File: config.mk
export PLATFORM = sky130hd
export DESIGN_NAME = ps2_key_ctrl
export DESIGN_NICKNAME = d
export VERILOG_FILES = /design/src/rtl/ps2_key_ctrl_pkg.sv /design/src/rtl/ps2_evt_fifo.sv /design/src/rtl/ps2_key_ctrl.sv
export SDC_FILE = /design/constraint.sdc
export NUM_CORES = 1
export LEC_CHECK = 0
export BUFFER_PORTS_ARGS = -buffer_cell sky130_fd_sc_hd__buf_2
export CORE_MARGIN = 2
export CORE_UTILIZATION = 45
export CTS_BUF_LIST = sky130_fd_sc_hd__clkbuf_2
export DETAILED_ROUTE_END_ITERATION = 16
export SLEW_MARGIN = 20
export SYNTH_ARGS = -nofsm -noshare
export SYNTH_HDL_FRONTEND = slang
export SYNTH_HIERARCHICAL = 1
export SYNTH_SLANG_ARGS = --single-unit
export TNS_END_PERCENT = 20
File: constraint.sdc
create_clock -name clk -period 4.4 [get_ports clk]
set_input_delay 0.66 -clock clk [delete_from_list [all_inputs] [get_ports clk]]
set_output_delay 0.66 -clock clk [all_outputs]
set_load 0.02 [all_outputs]
File: src/rtl/ps2_key_ctrl_pkg.sv
// Shared definitions for the PS/2 key controller: decoder state encoding,
// protocol byte constants and the event record stored in the FIFO.
package ps2_key_ctrl_pkg;

  localparam logic [1:0] ST_IDLE    = 2'd0;
  localparam logic [1:0] ST_EXT     = 2'd1;
  localparam logic [1:0] ST_BRK     = 2'd2;
  localparam logic [1:0] ST_EXT_BRK = 2'd3;

  localparam logic [7:0] PFX_EXT = 8'hE0;
  localparam logic [7:0] PFX_BRK = 8'hF0;

  // Keyboard status bytes: never key events. 00/FF are overrun/error reports.
  localparam logic [7:0] CODE_ERR0 = 8'h00;
  localparam logic [7:0] CODE_ERR1 = 8'hFF;
  localparam logic [7:0] CODE_BAT  = 8'hAA;
  localparam logic [7:0] CODE_ACK  = 8'hFA;
  localparam logic [7:0] CODE_RSND = 8'hFE;

  localparam int EVT_W = 10;

  typedef struct packed {
    logic       ext;
    logic       rel;
    logic [7:0] code;
  } evt_t;

  function automatic logic is_ignored(input logic [7:0] b);
    return (b == CODE_ERR0) || (b == CODE_ERR1) || (b == CODE_BAT) ||
           (b == CODE_ACK)  || (b == CODE_RSND);
  endfunction

  function automatic logic is_err_code(input logic [7:0] b);
    return (b == CODE_ERR0) || (b == CODE_ERR1);
  endfunction

endpackage

File: src/rtl/ps2_evt_fifo.sv
// Event FIFO with a registered head: a push becomes visible one edge later,
// and a pop presents the following entry on the next cycle.
module ps2_evt_fifo
  import ps2_key_ctrl_pkg::*;
#(
  parameter int DEPTH = 8
) (
  input  logic             clk,
  input  logic             rst_n,
  input  logic             push_i,
  input  logic [EVT_W-1:0] push_data_i,
  output logic             drop_o,
  output logic             valid_o,
  input  logic             ready_i,
  output logic [EVT_W-1:0] data_o
);

  localparam int AW = $clog2(DEPTH);

  logic [AW:0]      wr_q, wr_d, rd_q, rd_d;
  logic [EVT_W-1:0] mem_q [DEPTH];
  logic             valid_q, valid_d;
  logic [EVT_W-1:0] data_q, data_d;
  logic             full, pop, wr_en;

  assign full  = (wr_q[AW] != rd_q[AW]) && (wr_q[AW-1:0] == rd_q[AW-1:0]);
  assign pop   = valid_q && ready_i;
  // A pop on the same edge frees the slot, so a full FIFO still accepts.
  assign wr_en  = push_i && (!full || pop);
  assign drop_o = push_i && full && !pop;

  always_comb begin
    rd_d    = rd_q + {{AW{1'b0}}, pop};
    wr_d    = wr_q + {{AW{1'b0}}, wr_en};
    // Head view is taken from post-pop, pre-push state: a fresh push shows
    // up one edge later, and a popped entry is never presented twice.
    valid_d = (wr_q != rd_d);
    data_d  = valid_d ? mem_q[rd_d[AW-1:0]] : data_q;
  end

  always_ff @(posedge clk) begin
    if (!rst_n) begin
      wr_q    <= '0;
      rd_q    <= '0;
      valid_q <= 1'b0;
      data_q  <= '0;
    end else begin
      wr_q    <= wr_d;
      rd_q    <= rd_d;
      valid_q <= valid_d;
      data_q  <= data_d;
    end
  end

  always_ff @(posedge clk) begin
    if (wr_en) mem_q[wr_q[AW-1:0]] <= push_data_i;
  end

  assign valid_o = valid_q;
  assign data_o  = data_q;

endmodule

File: src/rtl/ps2_key_ctrl.sv
// PS/2 scan-code set 2 decoder: folds E0/F0 prefixes into make/break events,
// suppresses typematic repeats, tracks the held key and queues events.
module ps2_key_ctrl
  import ps2_key_ctrl_pkg::*;
#(
  parameter int FIFO_DEPTH = 8
) (
  input  logic       clk,
  input  logic       rst_n,
  input  logic       frame_valid,
  input  logic [7:0] frame_data,
  input  logic       frame_err,
  output logic       evt_valid,
  input  logic       evt_ready,
  output logic [7:0] evt_code,
  output logic       evt_ext,
  output logic       evt_release,
  output logic       held_valid,
  output logic [7:0] held_code,
  output logic [7:0] press_cnt,
  output logic       ovf,
  output logic       err,
  input  logic       sticky_clr
);

  logic [1:0] state_q, state_d;
  logic       held_valid_q, held_valid_d;
  logic       held_ext_q, held_ext_d;
  logic [7:0] held_code_q, held_code_d;
  logic [7:0] press_q, press_d;
  logic       ovf_q, ovf_d;
  logic       err_q, err_d;

  logic       emit, emit_ext, emit_rel, set_err, held_match, push, drop;
  evt_t       push_evt, head_evt;

  // Prefix decoder
  always_comb begin
    state_d  = state_q;
    emit     = 1'b0;
    emit_ext = 1'b0;
    emit_rel = 1'b0;
    set_err  = 1'b0;
    if (frame_err) begin
      state_d = ST_IDLE;
      set_err = 1'b1;
    end else if (frame_valid) begin
      if (is_ignored(frame_data)) begin
        state_d = ST_IDLE;
        set_err = is_err_code(frame_data);
      end else begin
        case (state_q)
          ST_IDLE: begin
            if (frame_data == PFX_EXT)      state_d = ST_EXT;
            else if (frame_data == PFX_BRK) state_d = ST_BRK;
            else                            emit    = 1'b1;
          end
          ST_EXT: begin
            if (frame_data == PFX_BRK) begin
              state_d = ST_EXT_BRK;
            end else begin
              emit     = 1'b1;
              emit_ext = 1'b1;
              state_d  = ST_IDLE;
            end
          end
          ST_BRK: begin
            emit     = 1'b1;
            emit_rel = 1'b1;
            state_d  = ST_IDLE;
          end
          default: begin
            emit     = 1'b1;
            emit_ext = 1'b1;
            emit_rel = 1'b1;
            state_d  = ST_IDLE;
          end
        endcase
      end
    end
  end

  // Held-key tracking; a make equal to the held key is a typematic repeat.
  always_comb begin
    held_valid_d = held_valid_q;
    held_ext_d   = held_ext_q;
    held_code_d  = held_code_q;
    press_d      = press_q;
    held_match   = held_valid_q && (held_ext_q == emit_ext) &&
                   (held_code_q == frame_data);
    push         = emit && (emit_rel || !held_match);
    if (emit && !emit_rel && !held_match) begin
      held_valid_d = 1'b1;
      held_ext_d   = emit_ext;
      held_code_d  = frame_data;
      press_d      = press_q + 8'd1;
    end
    if (emit && emit_rel && held_match) held_valid_d = 1'b0;
    ovf_d = drop    | (ovf_q & ~sticky_clr);
    err_d = set_err | (err_q & ~sticky_clr);
  end

  always_ff @(posedge clk) begin
    if (!rst_n) begin
      state_q      <= ST_IDLE;
      held_valid_q <= 1'b0;
      held_ext_q   <= 1'b0;
      held_code_q  <= 8'h00;
      press_q      <= 8'h00;
      ovf_q        <= 1'b0;
      err_q        <= 1'b0;
    end else begin
      state_q      <= state_d;
      held_valid_q <= held_valid_d;
      held_ext_q   <= held_ext_d;
      held_code_q  <= held_code_d;
      press_q      <= press_d;
      ovf_q        <= ovf_d;
      err_q        <= err_d;
    end
  end

  assign push_evt = '{ext: emit_ext, rel: emit_rel, code: frame_data};

  ps2_evt_fifo #(
    .DEPTH(FIFO_DEPTH)
  ) u_fifo (
    .clk         (clk),
    .rst_n       (rst_n),
    .push_i      (push),
    .push_data_i (push_evt),
    .drop_o      (drop),
    .valid_o     (evt_valid),
    .ready_i     (evt_ready),
    .data_o      (head_evt)
  );

  assign evt_code    = head_evt.code;
  assign evt_ext     = head_evt.ext;
  assign evt_release = head_evt.rel;
  assign held_valid  = held_valid_q;
  assign held_code   = held_code_q;
  assign press_cnt   = press_q;
  assign ovf         = ovf_q;
  assign err         = err_q;

endmodule

# ---- After elaboration in Yosys (flattened, before gate mapping)
# Memory sizes are Yosys's and may differ from the RTL's. A register that Yosys moved wholly into a read port is not among the register bits.
# Index checks and enable logic that the tools add are counted.
dict set report totals {
  word_cells 88
  ram_bits 80
  rom_bits 0
  latch_bits 0
  out_inout_bits 30
  memories 1
  register_bits 31
}
# memory words word_bits read_ports rd_clocked_by_memory_dff wr line_no
set mem_list {}
lappend mem_list {u_fifo.mem_q 8 10 1 1 1 ps2_evt_fifo.sv:21} ;# logic [EVT_W-1:0] mem_q [DEPTH];
dict set report op_classes {
  multipliers 0
  div_mod_pow 0
  n_addsub 3
  n_mux 24
  shifts 0
  bitwise_logic 6
  reduce_logical 30
  order_cmp 0
  n_eq_ne 14
}
# cell count
set ops {}
lappend ops {{$eq A8 B8 Y1 const B} 6}
lappend ops {{$mux W1} 17}
lappend ops {{$logic_and A1 B1 Y1} 12}
lappend ops {{$add A4 B1 Y4} 2}
lappend ops {{$add A8 B1 Y8 const B} 1}
lappend ops {{$eq A8 B8 Y1} 1}
lappend ops {{$logic_not A8 Y1} 1}
lappend ops {{$mux W2} 4}
lappend ops {{$reduce_or A2 Y1} 4}
lappend ops {{$logic_or A1 B1 Y1} 6}
lappend ops {{$logic_not A1 Y1} 5}
lappend ops {{$ne A4 B4 Y1} 1}
lappend ops {{$ne A4 B4 Y1 const B} 1}
lappend ops {{$pmux W1 S2} 2}
lappend ops {{$pmux W2 S2} 1}
lappend ops {{$eq A3 B3 Y1} 1}
lappend ops {{$and A1 B1 Y1} 2}
lappend ops {{$eq A2 B1 Y1 const B} 1}
lappend ops {{$eq A2 B2 Y1 const B} 1}
lappend ops {{$logic_not A2 Y1} 1}
lappend ops {{$not A1 Y1} 2}
lappend ops {{$or A1 B1 Y1} 2}
lappend ops {{$reduce_and A2 Y1} 1}
lappend ops {{$eq A1 B1 Y1} 1}
lappend ops {{$ne A1 B1 Y1} 1}

# ---- Depth between registers and ports, before layout
dict set report logic_depth {
  word_depth 17
  mapped_depth 11
  ltp_nobuf 10
}

# ---- Hierarchy
# Netlist, hierarchy kept.
# mod cells_each instances area_per_inst_um2
set modules_own_cells {}
lappend modules_own_cells {ps2_evt_fifo 210 1 3881.2}
lappend modules_own_cells {ps2_key_ctrl 158 1 1277.5}

# ---- Worst setup path after synthesis
# Ideal clock, no wire load.
dict set report synth_timing {
  kind {input -> register}
  from {in frame_data[0]}
  to {mem u_fifo.mem_q[0][0], enable pin}
  slack_ns 0.764
  stages 8
  required_ns 4.010
  t_arrival_ns 3.246
  path_buffers 0
  path_cell_list {or4_4 -> nor3_2 -> mux2_2 -> a21o_2 -> a21boi_0 -> nor2b_1 -> o21ai_0 -> nor3_1}
}
dict set report synth_between {
  elab_chain_len 17
  elab_cells_between_ends 34
  classes_between {8 x eq/ne; 15 x mux; 11 x reduce/logical}
}
# item line_no
set synth_rtl {}
lappend synth_rtl {{start, declared} ps2_key_ctrl.sv:11} ;# input logic [7:0] frame_data,
lappend synth_rtl {{branches (longest 13 deep; another with $eq A8 B8 Y1)} -}
lappend synth_rtl {{$logic_and A1 B1 Y1 *} ps2_key_ctrl.sv:91} ;# push = emit && (emit_rel || !held_match);
lappend synth_rtl {{named net push} ps2_key_ctrl.sv:34} ;# logic emit, emit_ext, emit_rel, set_err, held_match, push, drop;
lappend synth_rtl {{$logic_and A1 B1 Y1 *} ps2_evt_fifo.sv:29} ;# assign wr_en = push_i && (!full || pop);
lappend synth_rtl {{$mux W1 *} ps2_evt_fifo.sv:56} ;# if (wr_en) mem_q[wr_q[AW-1:0]] <= push_data_i;
lappend synth_rtl {{$mux W1 (not written as such) *} ps2_evt_fifo.sv:56}
lappend synth_rtl {{end, declared} ps2_evt_fifo.sv:21}
# Mark *: on every way through the listed nets, which the timed path passes.

# ---- Final worst setup path
dict set report layout_timing {
  from {in frame_data[0]}
  to {mem u_fifo.mem_q[0][9], enable pin}
}
# Same word-level chain as after synthesis.

==> impl_results.md <==
- Status: finished, final reports clean
- First-pass GRT wire length: 16100 um
- # H-tree levels: 4
- DR vias: 3087
- Crit-path slowest cell: or4_4
- Area contributors post-synth: edfxtp_1 (47%), dfxtp_1 (16%), mux4_2 (8.7%)
- WHS Path Cells: 3
- Share of layout cells above drive strength 1: 26.9%
- Initial Utilization: 45.6%
- CP max FO: 13
- GR Overflow Total: 0
- Post-CTS Setup Bufs: 0
- Post-CTS Hold Buffers: 0
- Area leader, netlist: edfxtp_1
- Max Cap Viol: 0
- Drt pass-1 iters: 4
- Peak VDD IR: 0.218 mV
- Final min period: 2.89 ns
- Peak per-stage delay on the critical path: 0.58 ns
- Setup TNS: 0 ns
- Area fraction of the dominant cell type after synthesis: 46.6%
- Crit path DAT: 3.29 ns
- Slew Viols, Final: 0
- Initial antenna violation count: 0
- # rows: 39
- Post-CTS sizing: 0
- Vias in the first global route: 3039
- Antenna-violating nets left: 0
- Sequential area share after synthesis: 62.5%
- Final period util: 65.6%
- Power density over cell area: 390 nW/um^2
- Syn Nets: 387
- Clk_skew: 0.0280 ns
- Critical Path RT: 4.80 ns
- CTS root buf: clkbuf_2
- Pin count of the biggest net entering global routing: 51
- Commonest non-fill, non-tap cells in the layout: edfxtp_1 (80), buf_2 (43), dfxtp_1 (41)
- Tot GR Track Use: 17.4%
- Slew @ Worst Pin: 0.879 ns
- Setup CP Type: input pin to flop
- Die area: 12300 um^2
- GPL Wtd Cong: 0.805
- Synth Register Bits: 121
- Worst hold margin: 0.239 ns
- Core area: 11300 um^2
- Slew headroom: 41.2%
- Worst R2R Path Depth: 7
- WL per Instance: 17.1 um
- IO Port Bufs: 43
- Residual DRC: 0
- EDFF count, synth: 80
- DR iter-0 viols: 150
- Async S/R FF share, synth: 0%
- CP bufs+invs: 2
- CTS tree: built
- RSZ-0062 raised after global routing: no
- Critical Path Sink Type: flop
- Post-Route WL: 9910 um
- Area growth from synthesis to final layout: 12.8%
- Vias per cell: 5.31
- Max Root-Sink Buffers: 2
- Total CTS buffers: 17
- Prevailing post-synth register cell: edfxtp_1
- CTS sink cnt: 121
- Unique masters post-synth: 49
- Min-delay worst type: input pin to flop
- Skew-Pair Late Insertion Delay: 0.69 ns
- Most common cell after layout, fill and taps aside: edfxtp_1
- Worst path depth: 10
- Area of the mapped netlist: 5160 um^2
- CP cell instances: buf_2, or4_4, nor3_2, mux2_2, a21o_2, a21boi_0, nor2b_1, o21ai_0, nor3_1, buf_4
- Crit-path leading delay family: simple AND/OR/NAND/NOR gates
- Die Height: 111 um
- P_leak: 0.00212 uW
- Syn Inst Count: 368
- CP startpoint kind: input pin
- Ant diodes: 0
- Worst-path clk slew: 0.19 ns
- Ys Warns: 6
- Post-DP HPWL: 6760 um
- I/O pin count: 44
- # setup viols final: 0
- FMAX: 347 MHz
- Net count, final: 444
- Chip width: 111 um
- Final hold viol count: 0
- Mean Syn Cell Area: 14.0 um^2
## power by group
part	switching [uW]	total, uW	internal (uW)
clock	466	749	284
combinational	156	249	93.3
sequential	22.0	1270	1250
## metrics by stage
stage / std cells / cell area, um^2 / setup WS [ns] / util (%) / total power [uW]
global placement: 549 / 5550 / 0.804 / 49.0 / 1540
floorplan: 368 / 5160 / 0.764 / - / 1470
finish: 581 / 5820 / 1.51 / 51.4 / 2270
detailed placement: 549 / 5550 / 0.774 / 49.0 / 1550
global route: 581 / 5820 / 1.35 / 51.4 / 2370
CTS: 581 / 5810 / 1.57 / 51.3 / 2310
## synthesized netlist by cell type, drive strengths merged, types with 2 or more instances
master / n
edfxtp: 80
dfxtp: 41
nand2: 32
mux2i: 22
mux4: 20
a21oi: 17
and2: 13
buf: 13
nand2b: 13
nor2: 13
xnor2: 12
o31ai: 11
nand3: 8
clkbuf: 7
xor2: 7
inv: 6
and3: 5
ha: 5
nor3: 5
o21ai: 5
nand4: 4
or3: 4
nor2b: 3
or4: 3
a21o: 2
o2111ai: 2
or2: 2
## metal layers
layer | wire length (um) | share of wire (%) | vias up | global-route usage, %
li1 | - | - | 1503 | -
met1 | 4560 | 46 | 1492 | 23.1
met2 | 4660 | 47 | 74 | 26.8
met3 | 450 | 4.5 | 18 | 4.98
met4 | 235 | 2.4 | 0 | 8.23
met5 | 0 | 0 | - | 0
## worst min-delay path, cell delays in order
cell	delay, ns
buf_2	0.11
a221oi_1	0.05
nor2_1	0.07
## kinds of logic (layout without fill, tap and decap cells)
| family | count (synthesis) | in the layout | share of synthesized area [%] |
|---|---|---|---|
| buffers and inverters | 26 | 96 | 2.84 |
| XOR/XNOR | 20 | 20 | 3.66 |
| flip-flops | 121 | 121 | 62.5 |
| AND/OR/NAND/NOR | 107 | 107 | 10.8 |
| multiplexers | 43 | 43 | 13.2 |
| AO/OA/AOI/OAI | 46 | 46 | 5.82 |
| adder cells (fa/ha/maj) | 5 | 5 | 1.21 |
## flip-flops by register name, summed over array words and instances (netlist names)
name	count
press_cnt	8
held_code	8
u_fifo/rd_q	4
u_fifo/mem_q	80
u_fifo/wr_q	4
ovf	1
state_q	2
held_valid	1
u_fifo/data_o	10
err	1
u_fifo/valid_o	1
held_ext_q	1
## final cells by class
| type | instances | area [um^2] |
|---|---|---|
| Clock inverter | 15 | 178 |
| Multi-Input combinational cell | 221 | 1800 |
| Sequential cell | 121 | 3220 |
| Clock buffer | 17 | 85.1 |
| Fill cell | 1000 | 5500 |
| Inverter | 6 | 22.5 |
| Timing Repair Buffer | 58 | 328 |
| Tap cell | 143 | 179 |
## final timing paths
check                               startpoint            endpoint  slack [ns]
worst min register to register    press_cnt[5]        press_cnt[5]        0.49
worst max-delay path             frame_data[0]  u_fifo/mem_q[0][9]        1.51
worst max register to register  u_fifo/valid_o      u_fifo/valid_o        1.60
worst min-delay path                 frame_err                 err        0.24
Power figures use the tool's default switching activity.
